File: config.mk
export PLATFORM = sky130hd
export DESIGN_NAME = vga_sync_fsm
export DESIGN_NICKNAME = d
export VERILOG_FILES = /design/src/rtl/vga_sync_fsm.sv
export SDC_FILE = /design/constraint.sdc
export NUM_CORES = 1
export LEC_CHECK = 0
export ABC_CLOCK_PERIOD_IN_PS = 3200
export CAP_MARGIN = 20
export CORE_ASPECT_RATIO = 0.5
export CORE_UTILIZATION = 25
export DETAILED_ROUTE_END_ITERATION = 10
export DONT_BUFFER_PORTS = 1
export PLACE_DENSITY_LB_ADDON = 0.25
export SKIP_LAST_GASP = 1
export SLEW_MARGIN = 15
export SYNTH_ARGS = -nofsm -noshare
export SYNTH_HDL_FRONTEND = slang
export SYNTH_SLANG_ARGS = --single-unit
export TNS_END_PERCENT = 5
File: constraint.sdc
create_clock -name qzt_clk -period 3.2 [get_ports qzt_clk]
set_input_delay 0.48 -clock qzt_clk [delete_from_list [all_inputs] [get_ports qzt_clk]]
set_output_delay 0.48 -clock qzt_clk [all_outputs]
set_load 0.02 [all_outputs]
File: src/rtl/vga_sync_fsm.sv
// Raster sequencer: edge-detects the divider carry on qzt_clk and walks H/V ACTIVE/FRONT/SYNC/BACK states.
// Optional macro VGA_SYNC_POS_POLARITY_EN makes hsync/vsync active-high (default active-low).
module vga_sync_fsm #(
    parameter int H_ACTIVE = 640,
    parameter int H_FP     = 16,
    parameter int H_SYNC   = 96,
    parameter int H_BP     = 48,
    parameter int V_ACTIVE = 480,
    parameter int V_FP     = 10,
    parameter int V_SYNC   = 2,
    parameter int V_BP     = 33
) (
    input  logic       qzt_clk,
    input  logic       reset,
    input  logic       pix_tick,
    input  logic       enable,
    output logic       hsync,
    output logic       vsync,
    output logic       blank,
    output logic [9:0] x,
    output logic [9:0] y,
    output logic       line_start,
    output logic       frame_start
);

    typedef enum logic [1:0] {ST_ACTIVE, ST_FRONT, ST_SYNC, ST_BACK} state_e;

    // Totals above 1024 do not fit the 10-bit coordinates and are not supported.
    localparam int H_TOTAL = H_ACTIVE + H_FP + H_SYNC + H_BP;
    localparam int V_TOTAL = V_ACTIVE + V_FP + V_SYNC + V_BP;

    localparam logic [9:0] H_LAST     = 10'(H_TOTAL - 1);
    localparam logic [9:0] H_FP_START = 10'(H_ACTIVE);
    localparam logic [9:0] H_SY_START = 10'(H_ACTIVE + H_FP);
    localparam logic [9:0] H_BP_START = 10'(H_ACTIVE + H_FP + H_SYNC);
    localparam logic [9:0] V_LAST     = 10'(V_TOTAL - 1);
    localparam logic [9:0] V_FP_START = 10'(V_ACTIVE);
    localparam logic [9:0] V_SY_START = 10'(V_ACTIVE + V_FP);
    localparam logic [9:0] V_BP_START = 10'(V_ACTIVE + V_FP + V_SYNC);

`ifdef VGA_SYNC_POS_POLARITY_EN
    localparam logic SYNC_ON = 1'b1;
`else
    localparam logic SYNC_ON = 1'b0;
`endif

    logic       pix_tick_old_q;
    logic [9:0] x_q, x_d, y_q, y_d;
    state_e     h_state_q, h_state_d, v_state_q, v_state_d;
    logic       hsync_q, vsync_q, blank_q;
    logic       line_start_q, line_start_d, frame_start_q, frame_start_d;
    logic       tick;

    // Each state only ever moves to its successor, on reaching that successor's first position.
    function automatic state_e next_state(input state_e cur, input logic [9:0] pos,
                                          input logic [9:0] fp_start, input logic [9:0] sy_start,
                                          input logic [9:0] bp_start);
        state_e nxt;
        nxt = cur;
        case (cur)
            ST_ACTIVE: if (pos == fp_start) nxt = ST_FRONT;
            ST_FRONT:  if (pos == sy_start) nxt = ST_SYNC;
            ST_SYNC:   if (pos == bp_start) nxt = ST_BACK;
            ST_BACK:   if (pos == 10'd0)    nxt = ST_ACTIVE;
            default:   nxt = ST_ACTIVE;
        endcase
        return nxt;
    endfunction

    always_comb begin
        tick          = pix_tick & ~pix_tick_old_q & enable;
        x_d           = x_q;
        y_d           = y_q;
        h_state_d     = h_state_q;
        v_state_d     = v_state_q;
        line_start_d  = 1'b0;
        frame_start_d = 1'b0;
        if (tick) begin
            if (x_q == H_LAST) begin
                x_d           = 10'd0;
                line_start_d  = 1'b1;
                frame_start_d = (y_q == V_LAST);
                y_d           = (y_q == V_LAST) ? 10'd0 : y_q + 10'd1;
                v_state_d     = next_state(v_state_q, y_d, V_FP_START, V_SY_START, V_BP_START);
            end else begin
                x_d = x_q + 10'd1;
            end
            h_state_d = next_state(h_state_q, x_d, H_FP_START, H_SY_START, H_BP_START);
        end
    end

    // Sync/blank are registered from the next state so they line up with the new coordinates.
    always_ff @(posedge qzt_clk or posedge reset) begin
        if (reset) begin
            pix_tick_old_q <= 1'b0;
            x_q            <= 10'd0;
            y_q            <= 10'd0;
            h_state_q      <= ST_ACTIVE;
            v_state_q      <= ST_ACTIVE;
            hsync_q        <= ~SYNC_ON;
            vsync_q        <= ~SYNC_ON;
            blank_q        <= 1'b0;
            line_start_q   <= 1'b0;
            frame_start_q  <= 1'b0;
        end else begin
            pix_tick_old_q <= pix_tick;
            x_q            <= x_d;
            y_q            <= y_d;
            h_state_q      <= h_state_d;
            v_state_q      <= v_state_d;
            hsync_q        <= (h_state_d == ST_SYNC) ? SYNC_ON : ~SYNC_ON;
            vsync_q        <= (v_state_d == ST_SYNC) ? SYNC_ON : ~SYNC_ON;
            blank_q        <= (h_state_d != ST_ACTIVE) || (v_state_d != ST_ACTIVE);
            line_start_q   <= line_start_d;
            frame_start_q  <= frame_start_d;
        end
    end

    assign hsync       = hsync_q;
    assign vsync       = vsync_q;
    assign blank       = blank_q;
    assign x           = x_q;
    assign y           = y_q;
    assign line_start  = line_start_q;
    assign frame_start = frame_start_q;

endmodule

# Word level (Yosys, flattened, before mapping)
# Index checks and enable logic that the tools add are counted.
[classes] bitwise=3 n_mux=22 n_addsub=2 n_eq_ne=16 reduce_logical=8
[ops] cell="10-bit == test (second input constant)" count=5
[ops] cell="10-bit by 9-bit == test with 1-bit output (second input constant)" count=3
[ops] cell="10-bit 2-to-1 mux" count=3
[ops] cell="2-bit 2-to-1 mux" count=11
[ops] cell="10-bit by 1-bit adder with 10-bit output (second input constant)" count=2
[ops] cell="10-bit logical NOT" count=2
[ops] cell="2-bit one-hot mux with 4 select lines" count=2
[ops] cell="2-bit == test (second input constant)" count=6
[ops] cell="1-bit 2-to-1 mux" count=6
[ops] cell="2-bit by 1-bit == test with 1-bit output (second input constant)" count=2
[ops] cell="2-bit logical NOT" count=2
[ops] cell="2-bit nonzero test" count=2
[ops] cell="1-bit bitwise AND" count=2
[ops] cell="2-bit AND reduction" count=1
[ops] cell="1-bit logical OR" count=1
[ops] cell="1-bit NOT" count=1
[word_totals] register_bits=30 input_bits=4 word_cells=61

# Logic depth before layout (Yosys ltp)
[depth] ltp_word=10 depth_mapped=10

# Worst setup path before layout
# OpenSTA, ideal clock, no wires.
[synth_path] path_kind="reg2reg" startpoint="register x_q[0], in the netlist x[0]" endpoint="register blank_q, in the netlist blank" n_path_buf=0 setup_slack_ns=0.517 stages_incl_launch_ff=11 t_required_ns=3.062 arrival_time_ns=2.545 path_cell_list="dfrtp_1 > ha_1 > nand4_2 > nor2_2 > nand2_4 > clkinv_4 > nand2_1 > or3_1 > o21ai_0 > nand2_1 > or4_1"
[synth_between] elab_chain_len=9 word_cells_on_any_way=19 classes_between="1 x add/sub; 4 x eq/ne; 10 x mux; 4 x reduce/logical"
[synth_rtl] element="start, declared" line_no="48" text="logic [9:0] x_q, x_d, y_q, y_d;"
[synth_rtl] element="start signal, assigned" line_no="96" text="x_q <= 10'd0;"
[synth_rtl] element="start signal, assigned" line_no="107" text="x_q <= x_d;"
[synth_rtl] element="10-bit by 1-bit adder with 10-bit output or 10-bit == test (tied branches)" line_no="86, 79"
[synth_rtl] element="10-bit 2-to-1 mux" line_no="79" text="if (x_q == H_LAST) begin"
[synth_rtl] element="10-bit 2-to-1 mux" line_no="78" text="if (tick) begin"
[synth_rtl] element="10-bit == test (tied with other cells)" line_no="63" text="ST_SYNC: if (pos == bp_start) nxt = ST_BACK;"
[synth_rtl] element="2-bit 2-to-1 mux, on equally long branches"
[synth_rtl] element="2-bit one-hot mux with 4 select lines" line_no="60" text="case (cur)"
[synth_rtl] element="2-bit 2-to-1 mux" line_no="78"
[synth_rtl] element="2-bit nonzero test" line_no="113" text="blank_q <= (h_state_d != ST_ACTIVE) || (v_state_d != ST_ACTIVE);"
[synth_rtl] element="1-bit logical OR *" line_no="113"
[synth_rtl] element="end signal, assigned" line_no="113"
[synth_rtl] element="end, declared" line_no="50" text="logic hsync_q, vsync_q, blank_q;"
# Mark *: on every way between the ends. The rest lies on a longest branch, timed or not. The select of a mux whose other input is x is not followed.
# A chain may end at the register's enable or synchronous reset.

# Worst setup path in the final report
[layout_path] startpoint="register x_q[4], in the netlist x[4]" endpoint="register blank_q, in the netlist blank"
# The elaborated chain is that of the path after synthesis.

==> flow_summary_export.csv <==
group,metric,value,unit
synth,synthCells,238,
layout,diodes,0,
synth,yosysSeqAreaShare,0.361,
die,die_w,131,µm
placed_design,dpl_cell_area,0.00231,mm²
power,clkPwrFrac,0.438,
die,start_util,0.260,
die,die_y,66.6,µm
layout,syn2layout_area_growth,18.7,%
synth,yosys.area.top_type,"dfrtp_1",
synth,yosysMostFrequentCell,"nand2_1",
timing,period_needed,2800,ps
layout,utilization,0.308,
timing,setup_violations,0,
grt,grt_first_pass_wirelength,9150,µm
flow_run,drv_cap,0,
die,rows,23,
placed_design,place.gp.congestion,0.882,
clock_network,hold_buffers,0,
clock_network,cts-buffers-inserted,5,
power,p_sw,0.000364,W
setup_path,critical_path_arrival,2950,ps
synth,yosys-top-cells-area,"dfrtp_1, nand2_1, xnor2_1, o21ai_0, nand3_1",
timing,finalSetupTns,0,ps
setup_path,crit_top_cell,"nand2_1",
setup_path,cp_max_fo,10,
clock_network,cts_repair_resize_count,0,
synth,async_flop_share,1.00,
synth,synth_area,0.00209,mm²
synth,synth_common_cells,"nand2_1, dfrtp_1, o21ai_0",
outcome,status,"finished clean",
synth,synthFlopType,"dfrtp_1",
grt,grt_max_degree,19,
timing,finClkSkew,6.19,ps
clock_network,cts_tree,"done",
power,seq_power_share,0.393,
synth,syn_area_per_cell,8.76,µm²
die,die_area,0.00873,mm²
setup_path,cp_slowest_cell,"dfrtp_1",
setup_path,critPathCaptureType,"flop",
setup_path,critical_path.max_stage_delay,620,ps
routing,vias,1778,
clock_network,cts.sinks,30,
placed_design,dp_hpwl,3870,µm
synth,ys_seq_elements,30,
setup_path,crit_family,"simple AND/OR/NAND/NOR gates",
timing,max_slew_margin,0.620,
clock_network,ctsHtreeMaxLevel,2,
clock_network,insertion_delay,280,ps
die,core,0.00803,mm²
routing,drc,0,
grt,grt.total_usage,0.136,
layout,final_nets,255,
synth,yosysWarnings,0,
power,internal-power,0.000843,W
die,io-pin-count,29,
grt,grt_pass1_vias,1738,
placed_design,io_buffers,0,
setup_path,cp_cell_sequence,"nand4_2 > nor2_2 > nand2_4 > clkinv_4 > nand2_1 > or3_1 > o21ai_0 > nand2_1 > or4_1",
power,power_leakage,0.989,nW
timing,tightest_slew,569,ps
layout,drive_above_1_share,0.169,
timing,maxSlewViolCount,0,
synth,syn-num-nets,245,
power,p_sw_frac,0.301,
routing,routed_wl,5310,µm
power,cellPowerDensity,487,mW/mm²
clock_network,ctsRootBufferMaster,"clkbuf_16",
setup_path,timing.critical_path.from_type,"flop",
grt,antenna_found_initial,0,
synth,synth-edff-count,0,
routing,wl_per_cell,14.7,µm
layout,design_area,0.00248,mm²
power,combPwrFrac,0.169,
timing,max_freq,357,MHz
timing,rsz0062_at_grt,"false",
timing,hold_viol,0,
clock_network,clk_pin_slew_worst_paths,50,ps
clock_network,postCtsSetupBuffers,0,
setup_path,worstSetupPathType,"reg2reg",
worst_hold_path,hold_path_class,"in2async",
timing,fin_crit_sh,0.875,
clock_network,cts_max_path_buffers,2,
power,ir_worst_vdd,238,µV
synth,netlist.area_leader.share,0.336,
routing,drt-initial-drc-count,130,
setup_path,critPathBufInv,1,
setup_path,crit_required,3350,ps
routing,avgViaCountPerCell,4.93,
routing,ant_nets,0,
routing,firstDrtPassIters,4,
synth,synth_cell_types,57,
grt,grt-ovfl-total,0,
## flip-flops by register name (all words and copies together), names as in the netlist
signal,count
v_state_q,2
frame_start,1
pix_tick_old_q,1
y,10
h_state_q,2
x,10
vsync,1
line_start,1
blank,1
hsync,1
## metal layers
metal / global-route usage / vias up / wire [µm]
li1: - / 885 / -
met1: 0.169 / 850 / 2590
met2: 0.217 / 37 / 2310
met3: 0.0525 / 6 / 344
met4: 0.0456 / 0 / 70
met5: 0 / - / 0
## power by group through the flow
stage / Clock, W / Sequential (W) / Combinational, W
3_5_place_dp: 0 / 0.000479 / 0.000206
2_1_floorplan: 0 / 0.000489 / 0.000123
3_3_place_gp: 0 / 0.000479 / 0.000196
5_1_grt: 0.000573 / 0.000479 / 0.000230
4_1_cts: 0.000545 / 0.000473 / 0.000207
6_report: 0.000528 / 0.000474 / 0.000204
## cells in the final DEF (no fill, tap or decap), types with 4 or more instances in the layout
cell type,netlist,routed
a31oi_1,6,6
o21ai_0,16,16
nor2_1,13,13
and2_1,5,5
xnor2_1,12,12
clkbuf_16,0,5
nand4_1,4,4
xor2_1,5,5
o211ai_1,4,4
or3_1,6,6
nand3_1,13,13
buf_4,0,15
nand2_1,33,33
inv_1,9,9
a21oi_1,8,8
dfrtp_1,28,28
nor3_1,6,6
nand2b_1,4,4
## stage by stage
| stage | setup slack [ps] | hold slack, ps | cells | power (W) |
|---|---|---|---|---|
| global placement | 496 | 512 | 352 | 0.000675 |
| detailed placement | 440 | 458 | 353 | 0.000685 |
| global route | 239 | 185 | 361 | 0.00128 |
| finish | 399 | 145 | 361 | 0.00121 |
| floorplan | 517 | 511 | 238 | 0.000613 |
| CTS | 432 | 161 | 361 | 0.00122 |
## layout make-up
type | count | area [µm²]
clock buffers | 8 | 166
multi-input cells | 185 | 1230
repair buffers | 16 | 140
fillers | 840 | 5550
flip-flops and latches | 30 | 753
inverters | 10 | 42.5
well taps | 112 | 140
## path summary, 6_finish.rpt
check,endpoint,cells after the start,slack (ps),startpoint
max in group asynchronous,vsync,3,2370,reset
max,blank,9,400,x[4]
min reg2reg,y[1],2,580,y[1]
min in group qzt_clk,pix_tick_old_q,0,230,pix_tick
max reg2reg,blank,9,400,x[4]
min,line_start,1,140,reset
## worst register-to-register path, delay by kind of cell (launching register included)
family	cells	cell delay, ps
DFF	1	620
AOI/OAI and AO/OA	1	220
buffers and inverters	1	120
and+or+nand+nor	7	1710
## cells by family after synthesis
family | share of synthesized area
xor+xnor | 0.0714
buf+inv | 0.0474
flops | 0.361
simple gates | 0.320
fa+ha+maj | 0.0180
compound gates | 0.182
(Power assumes the default switching activity.)
